**config.mk**
```make
export PLATFORM = sky130hd
export DESIGN_NAME = duel_reaction_ctrl
export DESIGN_NICKNAME = d
export VERILOG_FILES = /design/src/rtl/duel_reaction_ctrl.sv
export SDC_FILE = /design/constraint.sdc
export NUM_CORES = 1
export LEC_CHECK = 0
export ABC_AREA = 1
export BUFFER_PORTS_ARGS = -buffer_cell sky130_fd_sc_hd__buf_2
export CORE_ASPECT_RATIO = 1.4
export CORE_MARGIN = 5
export CORE_UTILIZATION = 50
export CTS_CLUSTER_SIZE = 10
export DETAILED_ROUTE_END_ITERATION = 7
export PLACE_DENSITY = 0.65
export SETUP_SLACK_MARGIN = 0.4
export SLEW_MARGIN = 20
export SYNTH_ARGS = -nofsm -noshare
export SYNTH_HDL_FRONTEND = slang
export SYNTH_SLANG_ARGS = --single-unit
```
**constraint.sdc**
```tcl
create_clock -name clk_50M -period 3.06 [get_ports clk_50M]
set_input_delay 0.153 -clock clk_50M [delete_from_list [all_inputs] [get_ports clk_50M]]
set_output_delay 0.153 -clock clk_50M [all_outputs]
set_load 0.005 [all_outputs]
```
**src/rtl/duel_reaction_ctrl.sv**
```systemverilog
// Two-player reaction-duel controller: random foreperiod, go lamp, stop-button
// arbitration with false-start detection, per-player scoring and match end.
module duel_reaction_ctrl #(
  parameter int unsigned MIN_DELAY     = 100000000,
  parameter int unsigned SPAN          = 200000000,
  parameter int unsigned DELAY_BITS    = 28,
  parameter int unsigned TIMEOUT       = 500000000,
  parameter int unsigned ROUNDS_TO_WIN = 3
) (
  input  logic       clk_50M,
  input  logic       rst_n,
  input  logic       clear,
  input  logic       start,
  input  logic       stop_a,
  input  logic       stop_b,
  output logic [1:0] CounterFlag,
  output logic       LED,
  output logic       ErrorFlag_A,
  output logic       ErrorFlag_B,
  output logic [1:0] winner,
  output logic [1:0] score_a,
  output logic [1:0] score_b,
  output logic       match_over
);

  typedef enum logic [2:0] {
    S_IDLE,
    S_WAIT,
    S_GO,
    S_RESULT,
    S_MATCH_END
  } state_t;

  localparam logic [31:0] MIN_DELAY_W = 32'(MIN_DELAY);
  localparam logic [31:0] SPAN_W      = 32'(SPAN);
  localparam logic [31:0] TIMEOUT_W   = 32'(TIMEOUT);
  localparam logic [1:0]  WIN_SCORE   = 2'(ROUNDS_TO_WIN);
  localparam logic [31:0] LFSR_SEED   = 32'hACE10001;
  localparam logic [31:0] LFSR_TAPS   = 32'h80200003;
  localparam logic [31:0] OFFSET_MASK = (DELAY_BITS >= 32) ? 32'hFFFF_FFFF
                                        : ((32'd1 << DELAY_BITS) - 32'd1);

  logic [3:0]  w_pins;
  logic [3:0]  r_sync1;
  logic [3:0]  r_sync2;
  logic [3:0]  r_prev;
  logic [3:0]  w_event;
  logic        w_clearEv;
  logic        w_startEv;
  logic        w_stopA;
  logic        w_stopB;

  logic [31:0] r_lfsr;
  logic [31:0] w_lfsrNext;
  logic [31:0] w_offsetRaw;
  logic [31:0] w_offset;
  logic [31:0] w_delay;

  state_t      r_state;
  state_t      w_stateNext;
  logic [31:0] r_cnt;
  logic [31:0] w_cntNext;
  logic [31:0] r_delay;
  logic [31:0] w_delayNext;
  logic [1:0]  r_winner;
  logic [1:0]  w_winnerNext;
  logic        r_errA;
  logic        w_errANext;
  logic        r_errB;
  logic        w_errBNext;
  logic [1:0]  r_scoreA;
  logic [1:0]  w_scoreANext;
  logic [1:0]  r_scoreB;
  logic [1:0]  w_scoreBNext;
  logic        r_matchOver;
  logic        w_matchOverNext;
  logic        w_launch;

  function automatic logic [1:0] satInc(input logic [1:0] s);
    return (s >= WIN_SCORE) ? s : s + 2'd1;
  endfunction

  assign w_pins    = {stop_b, stop_a, start, clear};
  assign w_event   = r_sync2 & ~r_prev;
  assign w_clearEv = w_event[0];
  assign w_startEv = w_event[1];
  assign w_stopA   = w_event[2];
  assign w_stopB   = w_event[3];

  // Two-flop synchronizer plus one history flop for rising-edge detection.
  always_ff @(posedge clk_50M or negedge rst_n) begin
    if (!rst_n) begin
      r_sync1 <= '0;
      r_sync2 <= '0;
      r_prev  <= '0;
    end else begin
      r_sync1 <= w_pins;
      r_sync2 <= r_sync1;
      r_prev  <= r_sync2;
    end
  end

  assign w_lfsrNext  = {1'b0, r_lfsr[31:1]} ^ (r_lfsr[0] ? LFSR_TAPS : 32'h0);
  assign w_offsetRaw = r_lfsr & OFFSET_MASK;
  // SPAN exceeds half the offset range, so one subtraction folds it into range.
  assign w_offset    = (w_offsetRaw >= SPAN_W) ? (w_offsetRaw - SPAN_W) : w_offsetRaw;
  assign w_delay     = MIN_DELAY_W + w_offset;

  always_ff @(posedge clk_50M or negedge rst_n) begin
    if (!rst_n) begin
      r_lfsr      <= LFSR_SEED;
      r_state     <= S_IDLE;
      r_cnt       <= '0;
      r_delay     <= '0;
      r_winner    <= '0;
      r_errA      <= 1'b0;
      r_errB      <= 1'b0;
      r_scoreA    <= '0;
      r_scoreB    <= '0;
      r_matchOver <= 1'b0;
    end else begin
      r_lfsr      <= w_lfsrNext;
      r_state     <= w_stateNext;
      r_cnt       <= w_cntNext;
      r_delay     <= w_delayNext;
      r_winner    <= w_winnerNext;
      r_errA      <= w_errANext;
      r_errB      <= w_errBNext;
      r_scoreA    <= w_scoreANext;
      r_scoreB    <= w_scoreBNext;
      r_matchOver <= w_matchOverNext;
    end
  end

  always_comb begin
    w_stateNext     = r_state;
    w_cntNext       = r_cnt;
    w_delayNext     = r_delay;
    w_winnerNext    = r_winner;
    w_errANext      = r_errA;
    w_errBNext      = r_errB;
    w_scoreANext    = r_scoreA;
    w_scoreBNext    = r_scoreB;
    w_matchOverNext = r_matchOver;
    w_launch        = 1'b0;

    if (w_clearEv) begin
      w_stateNext     = S_IDLE;
      w_cntNext       = '0;
      w_winnerNext    = 2'b00;
      w_errANext      = 1'b0;
      w_errBNext      = 1'b0;
      w_scoreANext    = 2'b00;
      w_scoreBNext    = 2'b00;
      w_matchOverNext = 1'b0;
    end else begin
      case (r_state)
        S_IDLE: w_launch = w_startEv;
        S_WAIT: begin
          w_cntNext = r_cnt + 32'd1;
          if (w_stopA || w_stopB) begin
            w_stateNext = S_RESULT;
            w_cntNext   = '0;
            w_errANext  = w_stopA;
            w_errBNext  = w_stopB;
            case ({w_stopB, w_stopA})
              2'b01: begin
                w_winnerNext = 2'b10;
                w_scoreBNext = satInc(r_scoreB);
              end
              2'b10: begin
                w_winnerNext = 2'b01;
                w_scoreANext = satInc(r_scoreA);
              end
              default: w_winnerNext = 2'b00;
            endcase
          end else if (r_cnt == r_delay - 32'd1) begin
            w_stateNext = S_GO;
            w_cntNext   = '0;
          end
        end
        S_GO: begin
          w_cntNext = r_cnt + 32'd1;
          if (w_stopA || w_stopB) begin
            w_stateNext = S_RESULT;
            w_cntNext   = '0;
            case ({w_stopB, w_stopA})
              2'b01: begin
                w_winnerNext = 2'b01;
                w_scoreANext = satInc(r_scoreA);
              end
              2'b10: begin
                w_winnerNext = 2'b10;
                w_scoreBNext = satInc(r_scoreB);
              end
              default: w_winnerNext = 2'b11;
            endcase
          end else if (r_cnt == TIMEOUT_W - 32'd1) begin
            w_stateNext  = S_RESULT;
            w_cntNext    = '0;
            w_winnerNext = 2'b00;
          end
        end
        S_RESULT: begin
          if (r_scoreA == WIN_SCORE || r_scoreB == WIN_SCORE) begin
            w_stateNext     = S_MATCH_END;
            w_matchOverNext = 1'b1;
          end else begin
            w_launch = w_startEv;
          end
        end
        S_MATCH_END: w_stateNext = S_MATCH_END;
        default:     w_stateNext = S_IDLE;
      endcase

      if (w_launch) begin
        w_stateNext  = S_WAIT;
        w_cntNext    = '0;
        w_delayNext  = w_delay;
        w_winnerNext = 2'b00;
        w_errANext   = 1'b0;
        w_errBNext   = 1'b0;
      end
    end
  end

  // Lamp and display-timer control decode straight from the state.
  always_comb begin
    LED         = 1'b0;
    CounterFlag = 2'b00;
    case (r_state)
      S_GO:                  begin LED = 1'b1; CounterFlag = 2'b10; end
      S_RESULT, S_MATCH_END: CounterFlag = 2'b01;
      default:               CounterFlag = 2'b00;
    endcase
  end

  assign ErrorFlag_A = r_errA;
  assign ErrorFlag_B = r_errB;
  assign winner      = r_winner;
  assign score_a     = r_scoreA;
  assign score_b     = r_scoreB;
  assign match_over  = r_matchOver;

endmodule

```
==> metrics.txt <==
DIE AREA=between 15,000 and 20,000 um^2; reg2reg end=r_delay[19]; mapped cell area=between 7000 and 8000 um^2; num rows=between 50 and 60; Post-Synthesis Cells=between 1k and 1.5k; I/O Buffers=17; top cell type's share of synthesized area=0.352; top post-synthesis cells by area=dfrtp_1, nand2_1, xor2_1, nor2_1, inv_1; core area=15,500 um^2; Top FF cell, synth=dfrtp_1; initial antenna violation count=0; maximum number of pins on one net before global-route repair=74; Worst Reg-to-Reg Cells=21; Pleak=roughly 0.0044 uW; syn_area_per_cell=7.41 um^2; Max-slew headroom=0.573; reg2reg setup slack=between 0.4 and 0.5 ns; Critical Path RT=3.37 ns; fin crit share=0.844; Reg area=3020 um^2; DRC errors left=0; total CTS buffers=17; Worst-Margin Slew=between 0.6 and 0.7 ns; CP Capture Type=register; Fill cells=about 1.4k; setup violators final=0; CTS tree=done; RSZ-0062 raised after global routing=yes; GRT Total Usage=0.216; final wirelength=~19,000 um; Clock Skews=~0.0064 ns; origin of the critical flop-to-flop path=r_lfsr[10]; number of routed nets with antenna violations=0; multi-input logic area=4450 um^2; first-pass GRT wire length=between 30,000 and 40,000 um; clk root buf=clkbuf_16; worst vdd ir=roughly 0.46 mV; fin util=0.603; Peak Freq=about 0.39 GHz; routed vias=~7k; PwrDens=between 500 and 600 nW/um^2; Setup CP Type=reg2reg; Via density=5.16; diodes inserted=0; Ports=18; clk buf depth=2; status=complete, no violations; synth warn=0; register area share after synthesis=0.382; drt initial violations=~330; final hold vios=0; share of cells above drive strength 1=0.218; initial core utilization=0.508; CTS sink count=120; post-synthesis register bit count=120; fin crit period=2.58 ns; Area Growth Syn to Fin=18.8%; most instantiated cells after synthesis=nand2_1, nor2_1, dfrtp_1, inv_1, nand3_1; number of synthesized flops with an enable pin=0; Synthesized Nets=1,077; DP Wirelength=~14,000 um; post-synth top area cell=dfrtp_1; drt first pass iters=5; CTS clock-pin slew for the worst setup and hold paths=0.06 ns; asr flop ratio synth=1.00; vias in the first global route=a little under 7k; max-cap viol count=0; worst hold path type=in2async; CP max FO=7; chip height=159 um; post-DR wirelength/cell=14.4 um; most numerous cell in the Yosys netlist=nand2_1; Startpoint Class=register; final net count=1,137; max-slew violations=0; die width=roughly 120 um; CTS H-tree lvls=4; post-synth cell types=44; GRT overflow=0; Routability Congestion=around 0.9; Fin Setup TNS=0 ns; latest clock arrival within the worst-skew pair=0.42 ns; CP arrival=2.89 ns
layer usage:
| metal | vias to the layer above | GRT usage | routed length (um) |
|---|---|---|---|
| li1 | 3505 | - | - |
| met1 | 3210 | 0.245 | 7790 |
| met2 | 114 | 0.393 | 10300 |
| met3 | 54 | 0.0354 | 421 |
| met4 | 0 | 0.0984 | 723 |
| met5 | - | 0 | 0 |
metrics by stage:
stage                     power [uW]  instance area, um^2  cells  hold WS, ns  worst slack, ns
after floorplan                 2570                 7890   1064       -0.143            0.444
after global placement          2870                 8180   1260        0.218            0.286
after detailed placement        2880                 8180   1260        0.222            0.221
after CTS                       4930                 8920   1306        0.311            0.406
after global routing            5220                 9370   1333        0.349            0.258
final                           4940                 9370   1333        0.287            0.477
report_power, final:
group          internal [uW]  switching, uW  total (uW)
registers               1720            140        1860
logic                    414            649        1060
clock network           1170            849        2020
what timing repair did:
item | CTS | global route
gates resized for setup | 10 | 57
endpoints found under the setup margin | 38 | 59
hold buffers | 5 | 0
cloned | 0 | 2
endpoints found under the hold margin | 51 | 0
pin swaps | 6 | 29
buffers inserted | 9 | 25
layout by cell type (no fill, tap or decap), types with 7 or more instances in the layout:
cell type / count
buf_4: 41
nor2_1: 112
nor2_4: 12
xor2_1: 68
nand3_1: 70
buf_2: 16
nor3_1: 21
nor2_2: 18
clkbuf_16: 18
o21ai_2: 22
a21oi_1: 11
xnor2_1: 28
nand3_2: 11
o21ai_1: 14
inv_1: 105
o21ai_0: 22
nand2_2: 22
dfstp_2: 9
nand4_1: 21
inv_6: 7
inv_2: 17
nand2_1: 273
dfrtp_1: 106
nor3_2: 7
nor4_1: 7
worst max path at each step:
stage,cells past startpoint,slack (ns),to,start
3_5_place_dp,16,0.22,r_cnt[22],r_delay[0]
2_1_floorplan,21,0.44,r_delay[20],r_lfsr[9]
3_3_place_gp,20,0.29,r_delay[20],r_lfsr[9]
4_1_cts,19,0.41,r_delay[24],r_lfsr[9]
6_report,21,0.48,r_delay[19],r_lfsr[10]
5_1_grt,20,0.26,r_delay[20],r_lfsr[10]
cell families after synthesis:
| kind of cell | after synthesis | share of synthesized area |
|---|---|---|
| xor+xnor | 97 | 0.110 |
| compound gates | 84 | 0.0676 |
| flops | 120 | 0.382 |
| buf+inv | 155 | 0.0818 |
| fa+ha+maj | 7 | 0.0111 |
| simple gates | 601 | 0.347 |
sequential cells by signal, summed over array words and instances (netlist names), 2 cells and up:
name and cells:
score_a 2, winner 2, r_delay 32, r_prev 4
r_state 3, r_sync2 4, r_lfsr 32, score_b 2
r_cnt 32, r_sync1 4
final cells by class:
cell class | count | share of cell area
clock inverter | 15 | 0.0178
tap | 196 | 0.0262
inverter | 125 | 0.0507
clock buffer | 17 | 0.0454
timing repair buffer | 70 | 0.0619
sequential | 120 | 0.322
timing repair inverter | 1 | 0.000801
multi-input combinational | 789 | 0.475
worst max-delay path, cell delays in order (launching register included):
cell and delay (ns):
dfrtp_1 0.40, inv_2 0.09, ha_4 0.15, inv_2 0.05, nor2_4 0.12, nand2_2 0.07, nand3_2 0.06, nand2_2 0.09
nand2_4 0.09, nand3_4 0.14, buf_4 0.17, buf_4 0.12, nand2_2 0.07, nand2_4 0.08, nor2_4 0.10, nand2_1 0.09
o21ai_2 0.21, nand3_2 0.11, nand2_1 0.07, nand2_1 0.05, nand3_1 0.09, nand2_1 0.06
Note: power is estimated with default switching activity, not from simulation.
